$ cat config.mk
export PLATFORM = sky130hd
export DESIGN_NAME = game_animator
export DESIGN_NICKNAME = d
export VERILOG_FILES = /design/src/rtl/game_animator.sv
export SDC_FILE = /design/constraint.sdc
export NUM_CORES = 1
export LEC_CHECK = 0
export BUFFER_PORTS_ARGS = -buffer_cell sky130_fd_sc_hd__buf_2
export CAP_MARGIN = 20
export CORE_MARGIN = 5
export CORE_UTILIZATION = 57
export CTS_CLUSTER_SIZE = 8
export DETAILED_ROUTE_END_ITERATION = 7
export PLACE_DENSITY = 0.89
export SLEW_MARGIN = 40
export SYNTH_ARGS = -nofsm -noshare
export SYNTH_HDL_FRONTEND = slang
export SYNTH_SLANG_ARGS = --single-unit
$ cat constraint.sdc
create_clock -name clk -period 8 [get_ports clk]
set_clock_uncertainty 0.2 [all_clocks]
set_input_delay 0.8 -clock clk [delete_from_list [all_inputs] [get_ports clk]]
set_output_delay 0.8 -clock clk [all_outputs]
set_load 0.02 [all_outputs]
$ cat src/rtl/game_animator.sv
// Sprite/obstacle pixel colouring with a PLAY -> DYING -> DONE collision FSM.
// Optional obstacle flicker is built only when GAME_ANIMATOR_FLICKER_EN is defined.
//   state | meaning
//   PLAY  | normal play, collisions detected
//   DYING | player blinks blue, counting frames
//   DONE  | player solid blue, game_over held until reset
module game_animator #(
  parameter int NUM_OBS    = 4,
  parameter int FLICK_LOG2 = 3,
  parameter int DIE_FRAMES = 60
) (
  input  logic                  clk,
  input  logic                  reset,
  input  logic                  on,
  input  logic [9:0]            x,
  input  logic [8:0]            y,
  input  logic                  frame_end,
  input  logic [9:0]            barry_x0,
  input  logic [9:0]            barry_x1,
  input  logic [8:0]            barry_y0,
  input  logic [8:0]            barry_y1,
  input  logic [NUM_OBS*10-1:0] obs_x0,
  input  logic [NUM_OBS*10-1:0] obs_x1,
  input  logic [NUM_OBS*9-1:0]  obs_y0,
  input  logic [NUM_OBS*9-1:0]  obs_y1,
  input  logic [NUM_OBS-1:0]    obs_en,
  output logic [7:0]            r,
  output logic [7:0]            g,
  output logic [7:0]            b,
  output logic                  game_over,
  output logic [2:0]            hit_idx
);

  typedef enum logic [1:0] {PLAY, DYING, DONE} state_t;

  localparam logic [23:0] COL_FIRE  = 24'hFF8000;
  localparam logic [23:0] COL_HEAD  = 24'hA4674A;
  localparam logic [23:0] COL_TORSO = 24'h0A0A80;
  localparam logic [23:0] COL_JET   = 24'h141414;
  localparam logic [23:0] COL_YEL   = 24'hFFFF00;
  localparam logic [23:0] COL_BG    = 24'hF0F0F0;
  localparam logic [23:0] COL_BLUE  = 24'h0000FF;

  state_t       state, next_state;
  logic [7:0]   die_cnt;
  logic [23:0]  rgb_q, rgb_next;
  logic [2:0]   hit_first;
  logic [NUM_OBS-1:0] obs_hit;
  logic         flick_phase;

  logic [10:0] xe, ye, bx0, bx1, by0, by1, dx, fire_dy;
  logic signed [12:0] jet_dy;
  logic signed [17:0] jet_lhs, jet_rhs;
  logic [14:0]  fire_lhs, fire_rhs;
  logic         in_left, in_right, jet, fire, torso, head, player, player_draw;

  assign xe  = {1'b0, x};
  assign ye  = {2'b00, y};
  assign bx0 = {1'b0, barry_x0};
  assign bx1 = {1'b0, barry_x1};
  assign by0 = {2'b00, barry_y0};
  assign by1 = {2'b00, barry_y1};
  assign dx  = xe - bx0;

  // Jetpack slope term may go negative below y1-15; keep it signed so it never wraps.
  assign jet_dy   = $signed({2'b00, by1}) - 13'sd15 - $signed({2'b00, ye});
  assign jet_lhs  = 18'(jet_dy) * 18'sd10;
  assign jet_rhs  = $signed({7'b0, dx}) * 18'sd30;
  assign fire_dy  = by1 - ye;
  assign fire_lhs = {4'b0, fire_dy} * 15'd10;
  assign fire_rhs = {4'b0, dx} * 15'd15;

  assign in_left  = (xe >= bx0) && (xe <= bx0 + 11'd10);
  assign in_right = (xe >= bx0 + 11'd10) && (xe <= bx1);
  assign jet   = in_left && (ye >= by0 + 11'd15) && (ye <= by0 + 11'd45) && (jet_lhs <= jet_rhs);
  assign fire  = in_left && (ye >= by0 + 11'd45) && (ye <= by1) && (fire_lhs >= fire_rhs);
  assign torso = in_right && (ye >= by0 + 11'd15) && (ye <= by1);
  assign head  = in_right && (ye >= by0) && (ye <= by0 + 11'd15);
  assign player      = jet || fire || torso || head;
  assign player_draw = (fire && on) || head || torso || jet;

  always_comb begin
    obs_hit = '0;
    for (int i = 0; i < NUM_OBS; i++) begin
      obs_hit[i] = obs_en[i]
                && (x >= obs_x0[i*10 +: 10]) && (x <= obs_x1[i*10 +: 10])
                && (y >= obs_y0[i*9 +: 9])   && (y <= obs_y1[i*9 +: 9]);
    end
  end

  always_comb begin
    hit_first = '0;
    for (int i = NUM_OBS - 1; i >= 0; i--) begin
      if (obs_hit[i]) hit_first = 3'(i);
    end
  end

`ifdef GAME_ANIMATOR_FLICKER_EN
  logic [FLICK_LOG2:0] flick_cnt;

  always_ff @(posedge clk) begin
    if (reset)          flick_cnt <= '0;
    else if (frame_end) flick_cnt <= flick_cnt + 1'b1;
  end

  assign flick_phase = flick_cnt[FLICK_LOG2];
`else
  assign flick_phase = 1'b0;
`endif

  always_comb begin
    next_state = state;
    case (state)
      PLAY:    if (player && |obs_hit) next_state = DYING;
      DYING:   if (frame_end && die_cnt == 8'(DIE_FRAMES - 1)) next_state = DONE;
      DONE:    next_state = DONE;
      default: next_state = PLAY;
    endcase
  end

  always_comb begin
    rgb_next = COL_BG;
    if (fire && on)   rgb_next = COL_FIRE;
    else if (head)    rgb_next = COL_HEAD;
    else if (torso)   rgb_next = COL_TORSO;
    else if (jet)     rgb_next = COL_JET;
    else if (|obs_hit) rgb_next = flick_phase ? COL_YEL : COL_FIRE;
    if (player_draw && ((state == DONE) || (state == DYING && !die_cnt[0])))
      rgb_next = COL_BLUE;
  end

  always_ff @(posedge clk) begin
    if (reset) begin
      state     <= PLAY;
      die_cnt   <= '0;
      hit_idx   <= '0;
      game_over <= 1'b0;
      rgb_q     <= COL_BG;
    end else begin
      state     <= next_state;
      game_over <= (next_state == DONE);
      rgb_q     <= rgb_next;
      if (state == PLAY && next_state == DYING) hit_idx <= hit_first;
      if (state == DYING && frame_end) die_cnt <= die_cnt + 8'd1;
    end
  end

  assign {r, g, b} = rgb_q;

endmodule

Word-level counts from Yosys, hierarchy flattened. Index checks and enable logic that the tools add are counted.

Register bits: 38. Latch bits: 0. Bits in writable memories: 0. Bits in read-only memories: 0. Input bits: 217. Memories kept: 0.

Add/subtract/negate cells: 8. $mul: 4. Divide/modulo/power cells: 0. $lt $le $gt $ge: 28. Equality and inequality tests: 5. Shift-type cells: 0. Mux-type cells: 13. Bitwise logic cells: 0. Reduce and logical (&&, ||, !) cells: 48.

Operators by type and width (count): $mux 24 (5); $ge 10x10->1 (5); $le 10x10->1 (5); $ge 9x9->1 (5); $le 9x9->1 (5); $mul 11x4->15 const B (3); $logic_and 1x1->1 (35); $sub 10x10->11 (2); $mux 20 (1); $le 16x17->1 (1); $ge 15x15->1 (1); $mul 11x3->14 const B (1); $add 10x4->11 const B (1); $ge 10x11->1 (1); $ge 9x11->1 (1); $le 10x11->1 (1); $le 9x11->1 (1); $add 9x4->10 const B (1); $add 9x6->10 const B (1); $ge 9x10->1 (1); $le 9x10->1 (1); $sub 9x4->10 const B (1); $sub 9x9->10 (1); $mux 3 (3); other kinds (12) (23).

Depth between registers and ports, before layout.
Depth after elaboration: 14. Mapped depth: 31. Depth with buffers taken out: 31.

Worst setup path before layout. No wires, ideal clock.

Kind: input port to flip-flop. From: in x[0]. To: reg rgb_q[6]. Setup time: 0.134 ns. Data arrival time: 7.059 ns. Slack: 0.606 ns. Stages: 28. Buffers on the path: 0. Path through: inv_1 ha_1 inv_1 fa_1 a21o_1 a21oi_1 o21bai_1 a21oi_1 xnor2_1 inv_1 fa_1 fa_1 inv_1 ha_1 or4_1 o21ai_0 a31oi_1 xnor2_1 ha_1 nand3_1 a2111oi_0 o41ai_1 nand3_1 nand4bb_1 nor3b_2 nor2_1 and3_1 or4_1.

Longest elaborated chain between the ends: 11. Elaborated cells on any way between the ends: 57. Classes of those cells: add/sub: 1; mul: 2; order compare: 14; mux: 5; reduce/logical: 35.

Ends and longest elaborated chain: start, declared (line 15) `input logic [9:0] x,`; parallel branches: the longest is 11 deep, another holds $le 16x17->1; end signal, assigned (line 142) `rgb_q <= rgb_next;`; end, declared (line 46) `logic [23:0] rgb_q, rgb_next;`.

Parallel ways; which one is timed is not known. A chain may end at the register's enable or synchronous reset.

Final worst setup path.
From: in x[0]. To: reg rgb_q[14].

Longest elaborated chain between the ends: 12. Elaborated cells on any way between the ends: 57. Classes of those cells: add/sub: 1; mul: 2; order compare: 14; mux: 6; reduce/logical: 34.

Ends and longest elaborated chain: parallel branches: the longest is 11 deep, another holds $le 16x17->1; $mux 24 * (line 128) `if (player_draw && ((state == DONE) || (state == DYING && !die_cnt[0])))`.

Every way passes the cells marked *.

==> impl_metrics.csv <==
group,metric,value,unit
layout,area_growth,15.74,%
sta,tightestPinTransition,0.7393,ns
setup_path,crit_path_end_kind,"register",
synthesis,ys_ff_latch,32,
global_routing,grt_pass1_vias,10728,
setup_path,rrSetupSlack,6.01,ns
setup_path,cp_max_fo,5,
cts,cts_sinks,32,
cts,clk-insertion-delay-late,0.27,ns
setup_path,cpMostUsedCell,"inv_1",
sta,hold_slack,0.2657,ns
sta,hold_violations,0,
placement,place_hpwl,26500,um
synthesis,async_flop_share,0,%
route,drt_iter0_markers,486,
synthesis,synthesis.area,0.01059,mm^2
synthesis,synth_cell_types,73,
synthesis,syn_inst,1339,
hold_path,whs_path_depth,2,
cts,htreeDepth,2,
placement,gp_congestion,0.9534,
route,route.detailed.drc,0,
sta,fin_crit_sh,94.13,%
layout,nets,2142,
route,first_pass_iters,5,
setup_path,crit_type,"primary input to register",
cts,cts_tree,"done",
setup_path,cp.arrival,7.49,ns
outcome,outcome,"completed",
synthesis,syn-mean-instance-area,7.912,um^2
die,fp.dieW,146.3,um
die,die_h,146.3,um
setup_path,worstPathRequired,7.96,ns
sta,final_max_slew_viol_count,0,
global_routing,grt_max_degree,20,
die,die-area,0.02141,mm^2
pwr,cellPowerDensity,242.2,mW/mm^2
setup_path,r2r-start,"state[0]",
pwr,total_power,2.969,mW
synthesis,yosysWarnings,0,
job,timing.max_cap.violations,0,
sta,grt_setup_unrepaired,"false",
sta,setup_tns,0,ns
setup_path,cp-startpoint,"x[0]",
cts,root_buffer,"clkbuf_16",
setup_path,cp_slowest_cell,"fa_1",
layout,antenna_cells,0,
placement,port_buffers,243,
synthesis,syn_nets,1895,
setup_path,crit_end,"rgb_q[14]",
pwr,p_leak,6.918,nW
setup_path,reg2regPathDepth,6,
setup_path,startpoint_type,"primary input",
cts,ctsLongestPathBuffers,2,
cts,numCtsBuffers,5,
sta,setup_viol,0,
route,routedWlPerCell,16.75,um
synthesis,synth_edf_count,0,
synthesis,synth_ff_type,"dfxtp_1",
die,core-area,0.01815,mm^2
route,via_count,10666,
hold_path,min-delay-path-class,"register to register",
pwr,peakVddDrop,284.9,uV
synthesis,synth-seq-area-share,6.047,%
global_routing,grt_usage,27.11,%
die,rows,49,
die,start_util,58.38,%
setup_path,slowest_delay,0.53,ns
global_routing,overflow,0,
route,via_per_inst,5.873,
sta,fin_crit,7.531,ns
die,io_pins,245,
sta,relSlewSlack,50.26,%
setup_path,worstReg2RegEnd,"die_cnt[7]",
route,drtAntennaViolNets,0,
route,totalWireLength,30420,um
layout,drive_gt1_share,18.02,%
global_routing,antenna_found_initial,0,
global_routing,grt_pass1_wl,49380,um
sta,max_freq,0.1328,GHz
cts,clk_pin_slew,0.05,ns
-- how the worst min path moves through the flow --
stage / endpoint / slack, ns / start
2_1_floorplan: die_cnt[5] / 0.27 / die_cnt[5]
3_3_place_gp: hit_idx[0] / 0.24 / hit_idx[0]
3_5_place_dp: hit_idx[0] / 0.26 / hit_idx[0]
4_1_cts: hit_idx[0] / 0.27 / hit_idx[0]
5_1_grt: hit_idx[0] / 0.30 / hit_idx[0]
6_report: hit_idx[0] / 0.27 / hit_idx[0]
-- synth_stat cells, types with 6 or more instances --
library cell | instances | share of area (%)
ha_1 | 317 | 37
inv_1 | 249 | 8.8
a21oi_1 | 87 | 4.1
nor2_1 | 66 | 2.3
nand2_1 | 54 | 1.9
o21ai_0 | 53 | 2.5
a21o_1 | 50 | 3.5
xnor2_1 | 50 | 4.1
dfxtp_1 | 32 | 6.0
nand3_1 | 31 | 1.5
xor2_1 | 31 | 2.6
nand4_1 | 28 | 1.7
nand2b_1 | 23 | 1.4
o21a_1 | 23 | 1.6
fa_1 | 22 | 4.2
nor3_1 | 21 | 0.99
a211oi_1 | 15 | 1.1
nor2b_1 | 15 | 0.89
a2111oi_0 | 14 | 1.2
o21bai_1 | 14 | 0.99
a31oi_1 | 11 | 0.65
o211ai_1 | 11 | 0.78
a211o_1 | 8 | 0.66
nor4_1 | 8 | 0.47
and3_1 | 6 | 0.35
buf_4 | 6 | 0.43
o31ai_1 | 6 | 0.43
-- cell usage in the layout, fill, tap and decap left out, types with 6 or more instances in the layout --
cell type / netlist / routed
a21oi_1: 87 / 86
nor4_1: 8 / 8
nor2b_1: 15 / 15
xnor2_1: 50 / 49
nand2b_1: 23 / 23
nand3_1: 31 / 31
a211o_1: 8 / 8
ha_1: 317 / 317
buf_4: 6 / 8
a21o_1: 50 / 50
a211oi_1: 15 / 15
nor2_1: 66 / 66
a2111oi_0: 14 / 13
nand4_1: 28 / 28
dfxtp_1: 32 / 32
nand2_1: 54 / 54
fa_1: 22 / 22
o21bai_1: 14 / 14
xor2_1: 31 / 31
o31ai_1: 6 / 6
a31oi_1: 11 / 11
o211ai_1: 11 / 11
o21a_1: 23 / 23
nor3_1: 21 / 21
inv_1: 249 / 249
o21ai_0: 53 / 52
buf_2: 1 / 243
and3_1: 6 / 6
-- worst max-delay path: cells and delay by family --
kind,cells,cell delay (ns)
compound gates,11,2.13
xor+xnor,2,0.34
fa+ha+maj,6,2.18
buf+inv,6,0.51
simple gates,7,1.51
-- stage by stage --
stage,worst slack (ns),util [%],std cells,cell area [um^2]
finish,0.4695,67.57,1816,12260
detailed placement,0.02546,66.59,1807,12080
global route,0.03990,67.57,1816,12260
global placement,0.4610,66.59,1807,12080
CTS,0.2557,67.40,1815,12230
floorplan,0.6064,-,1339,10590
-- where the power goes --
| part | switching [mW] | total (mW) | leakage, nW | internal, mW |
|---|---|---|---|---|
| clock network | 0.0615 | 0.185 | 0.0712 | 0.124 |
| registers | 0.00463 | 0.177 | 0.260 | 0.172 |
| logic | 1.49 | 2.61 | 6.59 | 1.12 |
-- metal layers --
metal | global-route usage, % | vias up | share of wire (%)
li1 | - | 5243 | -
met1 | 33.62 | 4937 | 42
met2 | 48.62 | 411 | 48
met3 | 3.223 | 75 | 6.4
met4 | 9.078 | 0 | 3.6
met5 | 0 | - | 0
-- area by class of cell --
class,instances,area [um^2]
well taps,229,286.5
fillers,1412,5886
multi-input cells,1046,8974
repair buffers,251,1276
clock buffers,8,146.4
inverters,250,938.4
flip-flops and latches,32,640.6
-- logic make-up (layout without fill, tap and decap cells) --
logic type | Yosys count | count (layout) | synth area share [%]
buffers and inverters | 261 | 509 | 9.472
AO/OA/AOI/OAI | 338 | 338 | 21.42
other | 1 | 1 | 0.03540
flip-flops | 32 | 32 | 6.047
adder cells (fa/ha/maj) | 339 | 339 | 41.60
multiplexers | 3 | 3 | 0.2835
AND/OR/NAND/NOR | 284 | 284 | 14.44
XOR/XNOR | 81 | 81 | 6.697
-- sequential cells by signal, summed over array words and instances (netlist names) --
| signal | count |
|---|---|
| game_over | 1 |
| rgb_q | 19 |
| die_cnt | 8 |
| state | 2 |
| hit_idx | 2 |
-- timing repair --
item / 4_1_cts / 5_1_grt
buffers inserted: 0 / 1
gates resized for setup: 0 / 5
hold buffers: 0 / 0
setup endpoints to repair: 0 / 17
No activity file was read; power rests on OpenSTA's default activity.
